## src/rtl/axi_stream_arbiter_pkg.sv

```systemverilog
// axis_arb_pkg: shared constants and helpers for the AXI-Stream arbiter.
// Holds the FSM state encoding, a clog2 helper and the m_tid width rule.
package axis_arb_pkg;

    localparam logic [0:0] ST_IDLE   = 1'b0;
    localparam logic [0:0] ST_LOCKED = 1'b1;

    function automatic int clog2(input int v);
        int r;
        r = 0;
        while ((1 << r) < v) r++;
        return r;
    endfunction

    // A single source still needs a 1-bit tag.
    function automatic int src_id_width(input int n);
        return (n > 1) ? clog2(n) : 1;
    endfunction

endpackage

```

## src/rtl/axi_stream_arbiter_if.sv

```systemverilog
// axi_stream_arbiter_if: bundle of the N source streams and the shared sink stream.
// Ports: none; signals s_t* (packed per-source, source i at slice i) and m_t*.
// Modports: master = arbiter view (drives s_tready and m_*),
//           slave  = environment view (drives sources and m_tready).
interface axi_stream_arbiter_if
    import axis_arb_pkg::*;
#(
    parameter int num_sources = 4,
    parameter int byte_width  = 4,
    parameter int user_width  = 1
) ();

    localparam int id_w = src_id_width(num_sources);

    logic [num_sources-1:0]              s_tvalid;
    logic [num_sources-1:0]              s_tready;
    logic [num_sources*8*byte_width-1:0] s_tdata;
    logic [num_sources*byte_width-1:0]   s_tkeep;
    logic [num_sources*byte_width-1:0]   s_tstrb;
    logic [num_sources-1:0]              s_tlast;
    logic [num_sources*user_width-1:0]   s_tuser;
    logic                                m_tvalid;
    logic                                m_tready;
    logic [8*byte_width-1:0]             m_tdata;
    logic [byte_width-1:0]               m_tkeep;
    logic [byte_width-1:0]               m_tstrb;
    logic                                m_tlast;
    logic [user_width-1:0]               m_tuser;
    logic [id_w-1:0]                     m_tid;

    modport master (
        input  s_tvalid, s_tdata, s_tkeep, s_tstrb, s_tlast, s_tuser, m_tready,
        output s_tready, m_tvalid, m_tdata, m_tkeep, m_tstrb, m_tlast, m_tuser, m_tid
    );

    modport slave (
        output s_tvalid, s_tdata, s_tkeep, s_tstrb, s_tlast, s_tuser, m_tready,
        input  s_tready, m_tvalid, m_tdata, m_tkeep, m_tstrb, m_tlast, m_tuser, m_tid
    );

endinterface

```

## src/rtl/axi_stream_arbiter_rr.sv

```systemverilog
// rr_arbiter: combinational winner pick among requesters.
// Ports: req_i (requests), ptr_i (last winner, round-robin build only),
//        winner_o (chosen index), any_req_o (any request present).
// Macro AXIS_ARB_FIXED_PRIORITY_EN: search always starts at 0, ptr_i removed.
module rr_arbiter
    import axis_arb_pkg::*;
#(
    parameter  int num_sources = 4,
    localparam int id_w        = src_id_width(num_sources)
) (
    input  logic [num_sources-1:0] req_i,
`ifndef AXIS_ARB_FIXED_PRIORITY_EN
    input  logic [id_w-1:0]        ptr_i,
`endif
    output logic [id_w-1:0]        winner_o,
    output logic                   any_req_o
);

    logic [id_w-1:0] idx;

    // Scan from the lowest priority candidate to the highest so the last hit wins.
    always_comb begin
        winner_o = '0;
        idx      = '0;
        for (int k = num_sources - 1; k >= 0; k--) begin
`ifdef AXIS_ARB_FIXED_PRIORITY_EN
            idx = id_w'(k);
`else
            idx = id_w'((int'(ptr_i) + 1 + k) % num_sources);
`endif
            if (req_i[idx]) winner_o = idx;
        end
    end

    assign any_req_o = |req_i;

endmodule

```

## src/rtl/axi_stream_arbiter.sv

```systemverilog
// axi_stream_arbiter: N:1 AXI4-Stream arbiter, grant held per packet (through TLAST).
// Ports: clk, resetn (sync, active-low), bus (axi_stream_arbiter_if.master:
//        s_t* sources in / s_tready out, m_t* sink out / m_tready in, m_tid source tag).
// Macro AXIS_ARB_FIXED_PRIORITY_EN: lowest requesting index always wins, no rr pointer.
module axi_stream_arbiter
    import axis_arb_pkg::*;
#(
    parameter  int num_sources = 4,
    parameter  int byte_width  = 4,
    parameter  int user_width  = 1,
    localparam int id_w        = src_id_width(num_sources),
    localparam int dw          = 8 * byte_width
) (
    input  logic                  clk,
    input  logic                  resetn,
    axi_stream_arbiter_if.master  bus
);

    logic [0:0]      state_q, state_d;
    logic [id_w-1:0] grant_q, grant_d;
    logic [id_w-1:0] winner;
    logic            any_req;
    logic            locked;
    logic            eop;

    assign locked = (state_q == ST_LOCKED);
    assign eop    = bus.s_tvalid[grant_q] && bus.m_tready && bus.s_tlast[grant_q];

`ifdef AXIS_ARB_FIXED_PRIORITY_EN
    rr_arbiter #(.num_sources(num_sources)) u_pick (
        .req_i     (bus.s_tvalid),
        .winner_o  (winner),
        .any_req_o (any_req)
    );
`else
    logic [id_w-1:0] rr_ptr_q, rr_ptr_d;

    rr_arbiter #(.num_sources(num_sources)) u_pick (
        .req_i     (bus.s_tvalid),
        .ptr_i     (rr_ptr_q),
        .winner_o  (winner),
        .any_req_o (any_req)
    );

    assign rr_ptr_d = (!locked && any_req) ? winner : rr_ptr_q;

    // Pointer resets to the last index so source 0 is searched first.
    always_ff @(posedge clk) begin
        if (!resetn) rr_ptr_q <= id_w'(num_sources - 1);
        else         rr_ptr_q <= rr_ptr_d;
    end
`endif

    assign state_d = locked ? (eop ? ST_IDLE : ST_LOCKED) : (any_req ? ST_LOCKED : ST_IDLE);
    assign grant_d = (!locked && any_req) ? winner : grant_q;

    always_ff @(posedge clk) begin
        if (!resetn) begin
            state_q <= ST_IDLE;
            grant_q <= '0;
        end else begin
            state_q <= state_d;
            grant_q <= grant_d;
        end
    end

    // Handshake signals are gated by resetn so they drop in the reset cycle itself.
    assign bus.m_tvalid = resetn && locked && bus.s_tvalid[grant_q];
    assign bus.s_tready = (resetn && locked && bus.m_tready) ? (num_sources'(1) << grant_q) : '0;
    assign bus.m_tdata  = bus.s_tdata[int'(grant_q)*dw +: dw];
    assign bus.m_tkeep  = bus.s_tkeep[int'(grant_q)*byte_width +: byte_width];
    assign bus.m_tstrb  = bus.s_tstrb[int'(grant_q)*byte_width +: byte_width];
    assign bus.m_tlast  = bus.s_tlast[grant_q];
    assign bus.m_tuser  = bus.s_tuser[int'(grant_q)*user_width +: user_width];
    assign bus.m_tid    = grant_q;

endmodule

```

## src/flat_wrapper.sv

```systemverilog
// flat-port wrapper written by rule: the top's interface ports become plain ports
module axi_stream_arbiter_flat import axis_arb_pkg::*;
#(
    parameter  int num_sources = 4,
    parameter  int byte_width  = 4,
    parameter  int user_width  = 1,
    localparam int id_w        = src_id_width(num_sources),
    localparam int dw          = 8 * byte_width
)
  (clk, resetn, bus_s_tvalid, bus_s_tdata, bus_s_tkeep, bus_s_tstrb, bus_s_tlast, bus_s_tuser, bus_m_tready, bus_s_tready, bus_m_tvalid, bus_m_tdata, bus_m_tkeep, bus_m_tstrb, bus_m_tlast, bus_m_tuser, bus_m_tid);
  axi_stream_arbiter_if #(.num_sources(num_sources), .byte_width(byte_width), .user_width(user_width)) bus_i ();
  input  logic clk;
  input  logic resetn;
  input wire logic [$bits(bus_i.s_tvalid)-1:0] bus_s_tvalid;
  input wire logic [$bits(bus_i.s_tdata)-1:0] bus_s_tdata;
  input wire logic [$bits(bus_i.s_tkeep)-1:0] bus_s_tkeep;
  input wire logic [$bits(bus_i.s_tstrb)-1:0] bus_s_tstrb;
  input wire logic [$bits(bus_i.s_tlast)-1:0] bus_s_tlast;
  input wire logic [$bits(bus_i.s_tuser)-1:0] bus_s_tuser;
  input wire logic [$bits(bus_i.m_tready)-1:0] bus_m_tready;
  output wire logic [$bits(bus_i.s_tready)-1:0] bus_s_tready;
  output wire logic [$bits(bus_i.m_tvalid)-1:0] bus_m_tvalid;
  output wire logic [$bits(bus_i.m_tdata)-1:0] bus_m_tdata;
  output wire logic [$bits(bus_i.m_tkeep)-1:0] bus_m_tkeep;
  output wire logic [$bits(bus_i.m_tstrb)-1:0] bus_m_tstrb;
  output wire logic [$bits(bus_i.m_tlast)-1:0] bus_m_tlast;
  output wire logic [$bits(bus_i.m_tuser)-1:0] bus_m_tuser;
  output wire logic [$bits(bus_i.m_tid)-1:0] bus_m_tid;
  assign bus_i.s_tvalid = bus_s_tvalid;
  assign bus_i.s_tdata = bus_s_tdata;
  assign bus_i.s_tkeep = bus_s_tkeep;
  assign bus_i.s_tstrb = bus_s_tstrb;
  assign bus_i.s_tlast = bus_s_tlast;
  assign bus_i.s_tuser = bus_s_tuser;
  assign bus_i.m_tready = bus_m_tready;
  assign bus_s_tready = bus_i.s_tready;
  assign bus_m_tvalid = bus_i.m_tvalid;
  assign bus_m_tdata = bus_i.m_tdata;
  assign bus_m_tkeep = bus_i.m_tkeep;
  assign bus_m_tstrb = bus_i.m_tstrb;
  assign bus_m_tlast = bus_i.m_tlast;
  assign bus_m_tuser = bus_i.m_tuser;
  assign bus_m_tid = bus_i.m_tid;
  axi_stream_arbiter #(.num_sources(num_sources), .byte_width(byte_width), .user_width(user_width)) u_core (.clk(clk), .resetn(resetn), .bus(bus_i));
endmodule
```

## config.mk

```make
export PLATFORM = sky130hd
export DESIGN_NAME = axi_stream_arbiter_flat
export DESIGN_NICKNAME = d
export VERILOG_FILES = /design/src/rtl/axi_stream_arbiter_pkg.sv /design/src/rtl/axi_stream_arbiter_if.sv /design/src/rtl/axi_stream_arbiter_rr.sv /design/src/rtl/axi_stream_arbiter.sv /design/src/flat_wrapper.sv
export SDC_FILE = /design/constraint.sdc
export NUM_CORES = 1
export LEC_CHECK = 0
export CORE_AREA = 2 2 87 89
export CTS_CLUSTER_SIZE = 28
export DETAILED_ROUTE_END_ITERATION = 8
export DIE_AREA = 0 0 89 91
export PLACE_DENSITY = 0.82
export SETUP_SLACK_MARGIN = 0.05
export SLEW_MARGIN = 30
export SYNTH_ARGS = -nofsm -noshare
export SYNTH_HDL_FRONTEND = slang
export SYNTH_SLANG_ARGS = --single-unit
```

## constraint.sdc

```tcl
create_clock -name clk -period 2.65 [get_ports clk]
set_input_delay 0.53 -clock clk [delete_from_list [all_inputs] [get_ports clk]]
set_output_delay 0.53 -clock clk [all_outputs]
set_load 0.01 [all_outputs]
```

==> flow_summary.toml <==
[synthesis]
avgSynthCellArea_um2 = 14.9
synth_cells = 93
synth_xor_xnor_area_share_pct = 0
synth_adder_area_share_pct = 0
ys_seq_area_share_pct = 7.21
synth_top_family_by_area = "multiplexers"
synth_cell_types = 23
synth-simple-area-share_pct = 9.37
synth_fp_nets = 268
syn_area_um2 = 1390
ys_seq_elements = 5
yosys-mux-area-fraction_pct = 71.3
yosys_warnings = 0
synth_compound_area_share_pct = 4.14

[sta]
rsz0062_at_grt = "no"
min_period_ns = 2.55
finalCritPeriodShare_pct = 96.3
max_slew_margin_pct = 82.1
final-setup-viol-count = 0
hold_viol_final = 0
fmax_mhz = 392
fin_skew_ns = 0.00158
final-max-slew-violation-count = 0
tightest_slew_ns = 0.269

[placed_design]
gp_congestion = 0.823
portBuffers = 223
dpl.hpwl_um = 6700
dpl_cell_area_um2 = 3750

[clocking]
cts.htree.levels = 1
cts_hold_buf = 0
path_clk_slew_ns = 0.04
cts.path.max_buffers = 2
postCtsSetupBuffers = 0
cts_buffers = 3
numClockSinks = 5
ctsRootBufferMaster = "clkbuf_8"
cts_tree = "done"
clk_latency_ns = 0.22

[worst_setup_path]
crit_arrival_ns = 2.02
crit_family = "buffers and inverters"
worstPathCellList = "clkdlybuf4s50_1 -> and3_2 -> nor3b_1 -> clkdlybuf4s50_1"
cp-end-kind = "output pin"
critPathMaxStageDelay_ns = 0.56
path_max_fanout = 4
crit_top_cell = "clkdlybuf4s50_1"
start_kind = "input port"
required_ns = 2.12
crit_buf_inv = 2
critical-path-slowest-cell = "clkdlybuf4s50_1"
crit_type = "in -> out"

[finish]
layout-drive-gt1-share_pct = 19.7
seq_area_um2 = 105
design_area_um2 = 3800
nets = 496
antenna_cells = 0
fillers = 646
syn_to_final_growth_pct = 174
multi_input_comb_area_um2 = 1180

[pwr]
netSwitchingFraction_pct = 28.1
p_int_uw = 757
powerDensity_nw_per_um2 = 277
leakagePower_uw = 0.00132
irDropWorstVdd_uv = 262
p_switching_uw = 296
p_total_uw = 1050
seq_power_share_pct = 9.6
combinationalPowerShare_pct = 76.8
p_clk_share_pct = 13.6

[global_routing]
grt_overflow = 0
met3_usage_pct = 4.27
top_usage_layer = "met2"
grt_util_met1_pct = 18.4
grt_max_degree = 29
antenna_found_initial = 0
grt_use_total_pct = 17.3
met2_usage_pct = 32.8
grt_pass1_wl_um = 10600
grt_pass1_vias = 2046

[die]
initial_utilization_pct = 19.5
io_pins = 224
die_w_um = 89
core_um2 = 7140
die_h_um = 91
design.die.area_um2 = 8100
rows = 31

[drt]
vias_per_cell = 4.55
routedWlPerCell_um = 18.0
vias = 1907
dr.pass1.iters = 4
first_iter_violations = 31
drc = 0
ant_nets = 0
routed_wl_um = 7540

[status]
outcome = "finished clean"

[min_path]
hold_class = "reg -> reg"

[job]
cap_violations = 0
## worst paths after layout
check | startpoint | end | slack [ns] | cells after the start
setup / recovery | bus_m_tready | bus_s_tready[0] | 0.1 | 4
hold / removal | u_core.bus.m_tid[1] | u_core.bus.m_tid[1] | 0.51 | 2
setup reg to reg | u_core.bus.m_tid[0] | u_core.locked | 1.15 | 5
hold reg to reg | u_core.bus.m_tid[1] | u_core.bus.m_tid[1] | 0.51 | 2
## flip-flops by register name, summed over array words and instances (netlist names)
name	count
u_core.bus.m_tid	2
u_core.rr_ptr_q	2
u_core.locked	1
## metal layers
layer | vias up | share of wire, %
met5 | - | 0
met4 | 0 | 2.4
met3 | 14 | 9.1
met2 | 109 | 55
met1 | 909 | 34
li1 | 875 | -
## metrics by stage
step | setup TNS [ns] | utilization (%) | hold WS (ns) | cells | setup WS (ns)
2_1_floorplan | 0 | - | 0.471 | 93 | 0.758
3_3_place_gp | 0 | 52.6 | 0.494 | 415 | 0.0142
3_5_place_dp | -0.00397 | 52.6 | 0.508 | 415 | -0.00397
4_1_cts | 0 | 53.2 | 0.513 | 419 | 0.0598
5_1_grt | 0 | 53.2 | 0.527 | 419 | 0.0507
6_report | 0 | 53.2 | 0.511 | 419 | 0.0989
## worst reg2reg max path, cell delays in order, from the launching register on
cell and delay (ns):
dfxtp_4 0.39, buf_12 0.21, mux4_2 0.56, nand3_2 0.10
nand2_2 0.05, a21boi_2 0.13
## power by group through the flow
stage	Combinational, uW	Sequential (uW)	Clock (uW)
after floorplan	328	97.3	0
after global placement	807	101	0
after detailed placement	818	102	0
after CTS	821	101	145
after global routing	859	103	153
final	810	101	143
## cell usage after synthesis, drive strengths merged
master	instances	area [um^2]
mux4	43	968
buf	10	108
nand2	8	32.5
dfxtp	5	100
nor2	5	18.8
nand3	4	25.0
a21boi	3	26.3
and3	3	18.8
nor3b	2	15.0
o221ai	2	17.5
a21o	1	7.51
a31oi	1	6.26
inv	1	3.75
mux2	1	11.3
mux2i	1	10.0
nand2b	1	6.26
nand3b	1	7.51
nor2b	1	6.26
## cells by family (layout without fill, tap and decap cells)
| logic type | Yosys count | after routing |
|---|---|---|
| buffers and inverters | 11 | 238 |
| multiplexers | 45 | 45 |
| flip-flops | 5 | 5 |
| AND/OR/NAND/NOR | 25 | 25 |
| AO/OA/AOI/OAI | 7 | 7 |
## timing repair
item | in CTS | in global routing
setup endpoints to repair | 1 | 1
cloned | 0 | 0
gates resized for setup | 1 | 1
## layout make-up
class / count / area share, %
clock buffers: 4 / 1.19
well taps: 99 / 3.26
inverters: 1 / 0.0988
repair buffers: 233 / 61.7
multi-input cells: 77 / 31.0
flip-flops and latches: 5 / 2.77
## layout by cell type (no fill, tap or decap)
| cell | instances |
|---|---|
| inv_1 | 1 |
| and3_1 | 2 |
| nand3b_1 | 1 |
| a21boi_2 | 1 |
| nand2_1 | 7 |
| nand2_2 | 1 |
| clkbuf_8 | 3 |
| nor3b_1 | 2 |
| mux2_2 | 1 |
| nand3_1 | 3 |
| nor2b_1 | 1 |
| a21o_1 | 1 |
| nand3_2 | 1 |
| and3_2 | 1 |
| buf_12 | 3 |
| buf_4 | 7 |
| a31oi_1 | 1 |
| dfxtp_4 | 1 |
| dlygate4sd2_1 | 1 |
| nand2b_1 | 1 |
| dfxtp_2 | 1 |
| a21boi_0 | 2 |
| o221ai_1 | 2 |
| nor2_1 | 5 |
| dfxtp_1 | 3 |
| mux4_2 | 43 |
| mux2i_1 | 1 |
| clkbuf_1 | 1 |
| clkdlybuf4s50_1 | 222 |
Power figures use the tool's default switching activity.
